--- src/rtl/bcd_frame_deserializer.sv ---
// Collects one bit per BCD digit into a 10-bit frame. The bit index is the digit.
// It emits each completed frame with a valid strobe and a popcount, and resynchronises on digit-sequence breaks.
module bcd_frame_deserializer #(
  parameter int FRAME_LEN = 10,
  parameter int CNT_W     = 4
) (
  input  logic                 clk,
  input  logic                 rst_n,
  input  logic                 sample_en,
  input  logic                 bit_in,
  input  logic [CNT_W-1:0]     digit,
  output logic [FRAME_LEN-1:0] frame,
  output logic                 frame_valid,
  output logic [CNT_W-1:0]     ones_count,
  output logic                 seq_err,
  output logic                 locked
);

  // state   | meaning
  // HUNT    | waiting for digit 0 to align to a decade
  // COLLECT | aligned; expecting exp_q next, shadow accumulates bits
  typedef enum logic [0:0] {HUNT = 1'b0, COLLECT = 1'b1} state_t;

  localparam logic [CNT_W-1:0] LAST = CNT_W'(FRAME_LEN - 1);

  state_t                 state_q, state_d;
  logic [CNT_W-1:0]       exp_q, exp_d;
  logic [FRAME_LEN-2:0]   shadow_q, shadow_d;
  logic [FRAME_LEN-1:0]   frame_q, frame_d;
  logic [CNT_W-1:0]       ones_q, ones_d;
  logic                   fv_q, fv_d;
  logic                   err_q, err_d;
  logic                   locked_q, locked_d;

  logic [FRAME_LEN-1:0]   cand;
  logic [CNT_W-1:0]       pop;

  always_comb begin
    cand = {bit_in, shadow_q};
    pop  = '0;
    for (int i = 0; i < FRAME_LEN; i++) begin
      pop = pop + CNT_W'(cand[i]);
    end
  end

  always_comb begin
    state_d  = state_q;
    exp_d    = exp_q;
    shadow_d = shadow_q;
    frame_d  = frame_q;
    ones_d   = ones_q;
    fv_d     = 1'b0;
    err_d    = 1'b0;

    if (sample_en) begin
      unique case (state_q)
        HUNT: begin
          if (digit == '0) begin
            shadow_d[0] = bit_in;
            exp_d       = CNT_W'(1);
            state_d     = COLLECT;
          end
        end
        COLLECT: begin
          if (digit == exp_q) begin
            if (exp_q == LAST) begin
              frame_d = cand;
              ones_d  = pop;
              fv_d    = 1'b1;
              exp_d   = '0;
            end else begin
              shadow_d[digit] = bit_in;
              exp_d           = exp_q + CNT_W'(1);
            end
          end else begin
            err_d = 1'b1;
            // A stray 0 is itself a valid decade start, so realign without hunting.
            if (digit == '0) begin
              shadow_d[0] = bit_in;
              exp_d       = CNT_W'(1);
            end else begin
              state_d = HUNT;
              exp_d   = '0;
            end
          end
        end
        default: state_d = HUNT;
      endcase
    end

    locked_d = (state_d == COLLECT);
  end

  always_ff @(posedge clk or negedge rst_n) begin
    if (!rst_n) begin
      state_q  <= HUNT;
      exp_q    <= '0;
      shadow_q <= '0;
      frame_q  <= '0;
      ones_q   <= '0;
      fv_q     <= 1'b0;
      err_q    <= 1'b0;
      locked_q <= 1'b0;
    end else begin
      state_q  <= state_d;
      exp_q    <= exp_d;
      shadow_q <= shadow_d;
      frame_q  <= frame_d;
      ones_q   <= ones_d;
      fv_q     <= fv_d;
      err_q    <= err_d;
      locked_q <= locked_d;
    end
  end

  assign frame       = frame_q;
  assign frame_valid = fv_q;
  assign ones_count  = ones_q;
  assign seq_err     = err_q;
  assign locked      = locked_q;

endmodule

--- config.mk ---
export PLATFORM = sky130hd
export DESIGN_NAME = bcd_frame_deserializer
export DESIGN_NICKNAME = d
export VERILOG_FILES = /design/src/rtl/bcd_frame_deserializer.sv
export SDC_FILE = /design/constraint.sdc
export NUM_CORES = 1
export LEC_CHECK = 0
export CORE_MARGIN = 4
export CORE_UTILIZATION = 53
export DETAILED_ROUTE_END_ITERATION = 6
export PLACE_DENSITY = 0.83
export RECOVER_POWER = 25
export SYNTH_ARGS = -nofsm -noshare
export SYNTH_HDL_FRONTEND = slang
export SYNTH_SLANG_ARGS = --single-unit
--- constraint.sdc ---
create_clock -name clk -period 3.25 [get_ports clk]
set_input_delay 0.975 -clock clk [delete_from_list [all_inputs] [get_ports clk]]
set_output_delay 0.975 -clock clk [all_outputs]
set_load 0.05 [all_outputs]
== Word-level counts from Yosys, hierarchy flattened ==
Cells that the tools add are included.
Cells by class
  $add $sub $neg: 10
  $lt $le $gt $ge: 2
  equality and inequality tests: 4
  mux-type cells: 22
  bitwise logic cells: 2
  reductions and logical operators: 6
Operator list (number)
  4-bit by 1-bit adder with 4-bit output: 6
  1-bit two-way mux: 14
  4-bit two-way mux: 3
  9-bit bitwise mux: 1
  4-bit one-hot mux with 2 select lines: 1
  4-bit AND reduction: 2
  4-bit by 5-bit < comparator with 1-bit output (second input constant): 1
  3-bit by 1-bit adder with 4-bit output: 1
  4-bit by 1-bit adder with 4-bit output (second input constant): 1
  1-bit demux with 4-bit select: 1
  4-bit equality test: 1
  4-bit equality test (second input constant): 1
  4-bit by 1-bit >= comparator with 1-bit output (second input constant): 1
  4-bit zero test: 1
  1-bit one-hot mux with 2 select lines: 2
  2-bit AND reduction: 2
  2-bit by 1-bit adder with 3-bit output: 1
  3-bit != test (second input constant): 1
  1-bit by 1-bit adder with 2-bit output: 1
  2-bit != test (second input constant): 1
  1-bit NOT: 2
  1-bit logical AND: 1
Word-level totals
  bits in registers: 30
  input bits: 8
  output and inout port bits: 17
  logic and storage cells: 54

== Longest topological paths before layout ==
Gate-level depths: netlist of run 1.
  depth in word-level cells: 9
  depth in mapped cells: 10
  gate-level depth less buffers: 10

== Worst setup path before layout of run 1 ==
No wires, ideal clock.
  path type: input port to flip-flop
  from: in bit_in
  to: reg ones_q[2] (netlist: ones_count[2])
  library setup time: 0.125 ns
  data arrival time: 3.465 ns
  data required time: 3.125 ns
  path slack: -0.339 ns
  cell stages on the path: 10
  path buffers: 0
  cell sequence: fa_1 inv_1 fa_1 fa_1 inv_1 ha_1 inv_1 fa_1 xor2_1 mux2_2
On the way
  longest elaborated chain between the ends: 1
Ends and longest elaborated chain
  from (decl): RTL line 10  | input logic bit_in,
  4-bit by 1-bit adder with 4-bit output: RTL line 42  | pop = pop + CNT_W'(cand[i]);
  to (signal assigned): RTL line 109  | ones_q <= ones_d;
  to (decl): RTL line 30  | logic [CNT_W-1:0] ones_q, ones_d;
No other way between the ends.
A chain may end at the register's enable or synchronous reset.

== Worst setup path after layout of run 1 ==
Ends and elaborated chain as after synthesis.

==> results of run 1 <==
per-layer routing:
layer	vias to the layer above	share of wire (%)	track usage (%)
li1	531	-	-
met1	551	41	21.0
met2	27	53	29.0
met3	7	4.5	4.22
met4	0	2.3	9.97
met5	-	0	0
registers in the layout, indices dropped and copies added (netlist names):
register     count
frame_valid      1
locked           1
shadow_q         9
ones_count       4
frame           10
exp_q            4
seq_err          1
placed cells by master (no fill, tap or decap), types with 2 or more instances in the layout:
master | synthesis | final
xor2_1 | 5 | 5
nor4b_1 | 5 | 5
ha_1 | 4 | 3
clkbuf_4 | 0 | 5
o21ai_0 | 2 | 2
mux2_4 | 8 | 9
nand3_1 | 11 | 11
nand2_1 | 6 | 6
mux2_2 | 14 | 13
nor2_1 | 4 | 4
clkbuf_8 | 0 | 3
a21oi_1 | 2 | 2
fa_1 | 6 | 5
dfrtp_1 | 30 | 30
inv_1 | 17 | 16
clkdlybuf4s50_1 | 0 | 22
buf_4 | 1 | 3
o31ai_1 | 3 | 3
repair_timing:
action                                  in CTS  in global routing
resized for setup                            5                  0
pin swaps                                    4                  1
endpoints found under the setup margin       4                  3
worst max path at each step:
stage / start / end / slack (ns) / cells after the start
after floorplan: bit_in / ones_count[2]$_DFFE_PN0P_ / -0.26 / 10
after global placement: bit_in / ones_count[2]$_DFFE_PN0P_ / -0.74 / 11
after detailed placement: bit_in / ones_count[2]$_DFFE_PN0P_ / -0.82 / 11
after CTS: bit_in / ones_count[2]$_DFFE_PN0P_ / -0.13 / 11
after global routing: bit_in / ones_count[2]$_DFFE_PN0P_ / -0.15 / 11
final: bit_in / ones_count[2]$_DFFE_PN0P_ / -0.08 / 11
through the flow:
step	instances	util, %	area [um2]
4_1_cts	211	67.0	2030
6_report	211	66.9	2030
3_5_place_dp	203	64.4	1950
5_1_grt	211	66.9	2030
3_3_place_gp	203	64.4	1950
2_1_floorplan	138	-	1660
layout make-up:
class / count / area share (%)
Multi-Input combinational cell: 84 / 40.0
Sequential cell: 30 / 37.1
Timing Repair Buffer: 28 / 13.2
Clock buffer: 8 / 3.89
Inverter: 17 / 3.15
Tap cell: 44 / 2.72
critical path, stage by stage:
cell and delay, ns:
buf_6 0.09, fa_1 0.49, inv_1 0.05, fa_1 0.49, fa_1 0.42, inv_1 0.07, ha_2 0.18, inv_2 0.04
fa_2 0.33, xor2_1 0.14, mux2_4 0.27
power by group through the flow:
stage                     sequential, mW  clock (mW)  combinational (mW)
final                              0.385       0.270              0.0726
after global routing               0.386       0.298              0.0830
after CTS                          0.385       0.280              0.0757
after detailed placement           0.392           0              0.0756
after global placement             0.392           0              0.0705
after floorplan                    0.392           0              0.0426
kinds of logic after synthesis:
family,Yosys count
simple gates,36
flops,30
buf+inv,24
mux,23
compound gates,10
fa+ha+maj,10
xor+xnor,5
==> flow_metrics.tcl, run 1 <==
set metrics [dict create \
    outcome "finished, violations left" \
    violations "max-capacitance violations, max-slew violations, negative setup slack" \
    drc 0 \
    htreeDepth 2 \
    die_h_um 63.8 \
    power_density_nw_per_um2 359 \
    synth_area_um2 1650 \
    maxCapViolations 1 \
    rows 20 \
    synth-compound-area-share_pct 3.94 \
    post_cts_buffers 0 \
    r2r-start "shadow_q[4]$_DFFE_PN0P_" \
    hpwlAfterDp_mm 2.35 \
    gr-total-overflow 0 \
    yosys.area_share.simple_pct 14.2 \
    num_vias 1116 \
    rrSetupSlack_ns 0.19 \
    fin_crit_sh_pct 102 \
    vias_per_cell 5.29 \
    cts_made_buffers 5 \
    root_buffer "clkbuf_4" \
    crit_arrival_ns 3.54 \
    ys_seq_area_share_pct 45.4 \
    r2r_cells 10 \
    tightest_slew_ns 1.54 \
    diodes 0 \
    start_kind "input port" \
    die_area_um2 4080 \
    hold_violations 0 \
    p_switching_mw 0.171 \
    first_iter_violations 40 \
    worst_slack_ns -0.0766 \
    nets 184 \
    p_leak_nw 0.949 \
    fmax_mhz 301 \
    yosysTopAreaCellShare_pct 45.4 \
    required_ns 3.47 \
    ir_drop_v 0.000192 \
    internal_power_mw 0.556 \
    grt_setup_unrepaired "yes" \
    clkSlewWorstSetupHoldPaths_ns 0.09 \
    muxShareOfSynthArea_pct 17.4 \
    num_io_pins 25 \
    synth_top_family_by_area "multiplexers" \
    syn-instance-count 138 \
    cts_hold_buf 0 \
    grt_pass1_vias 1172 \
    final.fill_count 239 \
    wl_mm 3.02 \
    crit_path_end_kind "flop" \
    synthTopCellsByArea "dfrtp_1, mux2_2, fa_1, mux2_4, inv_1" \
    combPwrFrac_pct 10.0 \
    ys.flop_type "dfrtp_1" \
    worstHoldEndpoint "frame[9]$_DFFE_PN0P_" \
    synth_edf_count 0 \
    ys_types 32 \
    yosysWarnings 0 \
    post-synth-top-count-cell "dfrtp_1" \
    io_buffers 24 \
    initial_core_util_pct 54.6 \
    regArea_um2 751 \
    async_flop_share_pct 100 \
    synth_fa_ha_area_share_pct 10.3 \
    synth_xor_area_share_pct 2.65 \
    multiInputGateArea_um2 810 \
    ys_ff_latch 30 \
    hold_path.startpoint "frame[9]$_DFFE_PN0P_" \
    crit_type "input port to flop" \
    first_pass_iters 4 \
    gp_congestion 0.858 \
    tns_ns -0.0766 \
    seq_power_share_pct 52.9 \
    area_growth_pct 22.6 \
    p_clk_share_pct 37.1 \
    finalMaxSlewViolations 31 \
    min-delay-path-class "flop to flop" \
    core_area_um2 3030 \
    r2r-end "ones_count[2]$_DFFE_PN0P_" \
    syn_avg_cell_area_um2 12.0 \
    whs_path_depth 1 \
    power.total_mw 0.727 \
    die_w_um 63.8 \
    syn_nets 156 \
    cts.path.max_buffers 2 \
    track_usage_pct 17.6 \
    switching_share_pct 23.5 \
    layout_min_cycle_time_ns 3.33 \
    layout-drive-gt1-share_pct 23.4 \
    finalSetupViolCount 1 \
    postRouteAntennaNets 0 \
    wl_per_cell_um 14.3 \
    grt_pass1_wl_mm 5.47 \
    grt_max_degree 31 \
    synth_commonest_cells "dfrtp_1, inv_1, mux2_2, nand3_1, mux2_4" \
    clock-skew-final_ns 0.00401 \
    whs_ns 0.513 \
    insertion_delay_ns 0.32 \
    cts_sinks 30 \
    yosys.area.top_type "dfrtp_1" \
    relSlewSlack_pct -2.37 \
    cts_tree "built" \
    antenna_found_initial 0 \
    cp_max_fo 2 \
    dp_slack_ns -0.820 \
]
Power figures use the tool's default switching activity.
==> run 2, diff against run 1 <==
--- a/config.mk
+++ b/config.mk
@@ -5,7 +5,7 @@
 export SDC_FILE = /design/constraint.sdc
 export NUM_CORES = 1
 export LEC_CHECK = 0
-export CORE_MARGIN = 4
+export CORE_MARGIN = 2
 export CORE_UTILIZATION = 53
 export DETAILED_ROUTE_END_ITERATION = 6
 export PLACE_DENSITY = 0.83
==> run 2 against run 1 <==
  * The run still ends with max-capacitance violations, max-slew violations, negative setup slack left
  * Combinational power up 3.4%
  * Largest cell class unchanged
  * Count of clock-buffer cells in the layout shrank 1
  * Critical endpoint unchanged
  * Worst hold slack worse by 0.0013 ns
==> flow_metrics.tcl, run 2 (synthesis results as in run 1) <==
set metrics [dict create \
    outcome "finished, violations left" \
    violations "max-capacitance violations, max-slew violations, negative setup slack" \
    num_vias 1139 \
    hold_violations 0 \
    cts_made_buffers 5 \
    r2r-start "shadow_q[2]$_DFFE_PN0P_" \
    postRouteAntennaNets 0 \
    largest_reg_flops 10 \
    power_density_nw_per_um2 348 \
    cpPeakStageDelay_ns 0.49 \
    crit_arrival_ns 3.54 \
    grt_max_degree 31 \
    worstHoldEndpoint "ones_count[3]$_DFFE_PN0P_" \
    path_cells "buf_6 -> fa_1 -> inv_2 -> fa_1 -> fa_1 -> inv_1 -> ha_2 -> inv_2 -> fa_2 -> xor2_1 -> mux2_4" \
    grt_pass1_wl_mm 5.15 \
    drc 0 \
    wl_mm 2.99 \
    rows 20 \
    die_w_um 59.8 \
    vias_per_cell 5.72 \
    gr-total-overflow 0 \
    area_growth_pct 20.1 \
    fmax_mhz 302 \
    rrSetupSlack_ns 0.18 \
    finalSetupViolCount 1 \
    cts.path.max_buffers 2 \
    r2r_cells 10 \
    dp_cells 191 \
    root_buffer "clkbuf_4" \
    initial_core_util_pct 55.0 \
    maxCapViolations 1 \
    crit_family "adder cells" \
    fin_crit_sh_pct 102 \
    finalMaxSlewViolations 31 \
    htreeDepth 2 \
    cts_sinks 30 \
    layout_min_cycle_time_ns 3.32 \
    hold_path.startpoint "ones_count[3]$_DFFE_PN0P_" \
    ir_drop_v 0.000252 \
    num_io_pins 25 \
    worst-path-buf-inv 4 \
    power.total_mw 0.690 \
    stdcell_area_um2 1990 \
    p_leak_nw 0.933 \
    cts_hold_buf 0 \
    wl_per_cell_um 15.0 \
    layout-drive-gt1-share_pct 22.9 \
    layout.cells.non_filler 199 \
    clkSlewWorstSetupHoldPaths_ns 0.09 \
    start_kind "input port" \
    crit_top_cell "fa_1" \
    nets 183 \
    insertion_delay_ns 0.33 \
    final_cell_mix "dfrtp_1, clkdlybuf4s50_1, inv_1" \
    die_area_um2 3580 \
    post_cts_buffers 0 \
    final_util_pct 66.1 \
    first_pass_iters 4 \
    worst_slack_ns -0.0663 \
    crit_path_end_kind "flop" \
    min-delay-path-class "flop to flop" \
    whs_path_depth 1 \
    tightest_slew_ns 1.51 \
    relSlewSlack_pct -0.955 \
    cts_tree "built" \
    dpl_cell_area_um2 1930 \
    clock-skew-final_ns 0.00429 \
    antenna_found_initial 0 \
    r2r-end "ones_count[2]$_DFFE_PN0P_" \
    required_ns 3.47 \
    hpwlAfterDp_mm 2.28 \
    layout_commonest_cell "dfrtp_1" \
    io_buffers 24 \
    crit_type "input port to flop" \
    cpMaxStageDelayCell "fa_1" \
    diodes 0 \
    grt_setup_unrepaired "yes" \
    die_h_um 59.8 \
    gp_congestion 0.889 \
    first_iter_violations 49 \
    whs_ns 0.512 \
    grt_pass1_vias 1148 \
    core_area_um2 3000 \
    cp_max_fo 2 \
    track_usage_pct 20.1 \
]
## run 2: worst max-delay path by stage
stage,start,to,cells past startpoint
after floorplan,bit_in,ones_count[2]$_DFFE_PN0P_,10
after global placement,bit_in,ones_count[2]$_DFFE_PN0P_,11
after detailed placement,bit_in,ones_count[2]$_DFFE_PN0P_,11
after CTS,bit_in,ones_count[2]$_DFFE_PN0P_,11
after global routing,bit_in,ones_count[2]$_DFFE_PN0P_,11
final,bit_in,ones_count[2]$_DFFE_PN0P_,11
## run 2: what timing repair did
item | 4_1_cts | 5_1_grt
setup endpoints to repair | 4 | 3
resized for setup | 6 | 0
pin swaps | 4 | 3
## run 2: area by class of cell
type                    instances  area [um2]
clock inverters                 1        5.00
inverters                      17        63.8
flip-flops and latches         30         751
clock buffers                   7        55.1
multi-input cells              84         810
repair buffers                 27         260
fillers                       253        1020
well taps                      33        41.3
## run 2: per-layer routing
| layer | vias up | share of wire (%) | track usage, % |
|---|---|---|---|
| met5 | - | 0 | 0 |
| met4 | 0 | 2.2 | 8.89 |
| met3 | 9 | 5.0 | 5.19 |
| met2 | 39 | 50 | 33.2 |
| met1 | 558 | 42 | 24.5 |
| li1 | 533 | - | - |
## run 2: through the flow
| step | worst slack [ns] | setup TNS [ns] |
|---|---|---|
| after global placement | -0.743 | -2.16 |
| after detailed placement | -0.826 | -2.45 |
| after floorplan | -0.260 | -0.347 |
| after global routing | -0.103 | -0.103 |
| final | -0.0663 | -0.0663 |
| after CTS | -0.163 | -0.165 |
## run 2: report_power, final
group	switching, mW	internal (mW)	total [mW]	leakage [nW]
Combinational	0.0436	0.0315	0.0751	0.490
Clock	0.125	0.105	0.230	0.0353
Sequential	0.00736	0.378	0.385	0.407
Total	0.176	0.514	0.690	0.933
## run 2: worst reg2reg max path, delay by kind of cell (launching register included)
family	cells	cell delay (ns)
buffers and inverters	3	0.15
xor gates and xnor gates	1	0.15
muxes	1	0.26
DFF	1	0.42
adders and majority gates	5	1.99
==> run 3, diff against run 2 <==
--- a/config.mk
+++ b/config.mk
@@ -6,9 +6,10 @@
 export NUM_CORES = 1
 export LEC_CHECK = 0
 export CORE_MARGIN = 2
-export CORE_UTILIZATION = 53
+export CORE_UTILIZATION = 50
+export CTS_BUF_LIST = sky130_fd_sc_hd__clkbuf_2 sky130_fd_sc_hd__clkbuf_4 sky130_fd_sc_hd__clkbuf_8
 export DETAILED_ROUTE_END_ITERATION = 6
-export PLACE_DENSITY = 0.83
+export PLACE_DENSITY = 0.82
 export RECOVER_POWER = 25
 export SYNTH_ARGS = -nofsm -noshare
 export SYNTH_HDL_FRONTEND = slang
==> constraint.sdc (replaced) <==
create_clock -name clk -period 2.7 [get_ports clk]
set_input_delay 0.81 -clock clk [delete_from_list [all_inputs] [get_ports clk]]
set_output_delay 0.81 -clock clk [all_outputs]
set_load 0.05 [all_outputs]
==> run 3 against run 2 <==
  * The run still ends with max-capacitance violations, max-slew violations, negative setup slack left
  * Sequential power increased by 20%
  * Sequential share of layout area down 2.6 points
  * Clock skew is 0.0044 ns higher
==> flow_metrics.tcl, run 3 (synthesis results as in run 1) <==
set metrics [dict create \
    initial_core_util_pct 53.3 \
    largest_reg_flops 10 \
    tightest_slew_ns 1.56 \
    num_vias 1177 \
    die_h_um 61.5 \
    relSlewSlack_pct -3.82 \
    crit_type "input port to flop" \
    fmax_mhz 314 \
    hpwlAfterDp_mm 2.43 \
    cts_hold_buf 0 \
    start_kind "input port" \
    path_cells "buf_6 -> fa_1 -> inv_2 -> fa_1 -> fa_1 -> inv_2 -> ha_4 -> inv_2 -> fa_2 -> xor2_1 -> mux2_4" \
    grt_pass1_vias 1186 \
    layout.cells.non_filler 224 \
    layout_min_cycle_time_ns 3.19 \
    use_met1_pct 21.1 \
    wl_per_cell_um 14.4 \
    min-delay-path-class "flop to flop" \
    whs_path_depth 1 \
    grt_max_degree 31 \
    nets 197 \
    cts_sinks 30 \
    cts.path.max_buffers 2 \
    die_area_um2 3780 \
    required_ns 2.92 \
    insertion_delay_ns 0.32 \
    gp_congestion 0.826 \
    r2r_cells 10 \
    maxCapViolations 1 \
    p_leak_nw 1.01 \
    cts_tree "built" \
    die_w_um 61.5 \
    htreeDepth 2 \
    grt_pass1_wl_mm 5.22 \
    cts_made_buffers 5 \
    finalSetupViolCount 4 \
    worst_slack_ns -0.485 \
    startpoint "bit_in" \
    area_growth_pct 29.1 \
    rows 20 \
    first_iter_violations 40 \
    cp_max_fo 2 \
    postRouteAntennaNets 0 \
    cpMaxStageDelayCell "fa_1" \
    dp_cells 214 \
    final.fill_count 251 \
    ir_drop_v 0.000296 \
    busiest_layer "met2" \
    fin_crit_sh_pct 118 \
    vias_per_cell 5.25 \
    root_buffer "clkbuf_4" \
    crit_arrival_ns 3.40 \
    layout_commonest_cell "dfrtp_1" \
    clock-skew-final_ns 0.00872 \
    final_cell_mix "dfrtp_1, clkdlybuf4s50_1, buf_4" \
    grt_setup_unrepaired "yes" \
    clkSlewWorstSetupHoldPaths_ns 0.09 \
    crit_path_end_kind "flop" \
    power_density_nw_per_um2 403 \
    hold_violations 0 \
    track_usage_pct 19.6 \
    r2r-start "shadow_q[4]$_DFFE_PN0P_" \
    grt.met2_usage_pct 35.8 \
    wl_mm 3.22 \
    drc 0 \
    antenna_found_initial 0 \
    layout-drive-gt1-share_pct 30.6 \
    finalMaxSlewViolations 31 \
    gr-total-overflow 0 \
    diodes 0 \
    core_area_um2 3100 \
    io_buffers 24 \
    outcome "finished, violations left" \
    first_pass_iters 4 \
    violations "max-capacitance violations, max-slew violations, negative setup slack" \
    cpPeakStageDelay_ns 0.51 \
    num_io_pins 25 \
    grt_util_met3_pct 4.41 \
    dp_slack_ns -1.18 \
    hold_path.startpoint "frame[1]$_DFFE_PN0P_" \
]
[run 3: layout make-up]
cell class	instances	area, um2	area share, %
clock buffer	7	58.8	2.75
clock inverter	1	5.00	0.234
inverter	17	63.8	2.99
multi-input combinational	84	823	38.6
sequential	30	751	35.2
tap	44	55.1	2.58
timing repair buffer	41	378	17.7
[run 3: metrics by stage]
stage	setup TNS [ns]	cell area, um2	power [mW]	util [%]	hold slack, ns
4_1_cts	-1.28	2130	0.874	68.5	0.517
5_1_grt	-1.38	2130	0.904	68.8	0.530
2_1_floorplan	-1.66	1670	0.528	-	0.499
3_5_place_dp	-3.84	2050	0.578	66.2	0.495
6_report	-1.25	2130	0.859	68.8	0.512
3_3_place_gp	-3.60	2050	0.571	66.2	0.488
[run 3: path summary, 6_finish.rpt]
kind	endpoint	slack (ns)
max	ones_count[2]$_DFFE_PN0P_	-0.49
min	frame[1]$_DFFE_PN0P_	0.51
max reg2reg	ones_count[2]$_DFFE_PN0P_	-0.35
min reg2reg	frame[1]$_DFFE_PN0P_	0.51
max in group asynchronous	shadow_q[7]$_DFFE_PN0P_	0.40
min in group asynchronous	ones_count[1]$_DFFE_PN0P_	1.39
[run 3: metal layers]
metal	up-vias	share of wire, %	routed length (um)
met5	-	0	0
met4	0	2.4	78
met3	9	2.8	90
met2	29	55	1760
met1	577	40	1290
li1	562	-	-
[run 3: timing repair]
action | CTS | global route
setup buffers | 1 | 1
pin swaps | 5 | 3
gates resized for setup | 6 | 1
endpoints found under the setup margin | 4 | 4
hold endpoints to repair | 0 | 0
[run 3: critical path, delay by kind of cell]
family / cells / cell delay, ns
xor+xnor: 1 / 0.16
fa+ha+maj: 5 / 1.91
buf+inv: 4 / 0.25
mux: 1 / 0.26
[run 3: report_power, final]
group | internal (mW) | switching, mW | leakage, nW
combinational | 0.0489 | 0.0583 | 0.568
sequential | 0.455 | 0.00741 | 0.407
clock | 0.136 | 0.154 | 0.0387
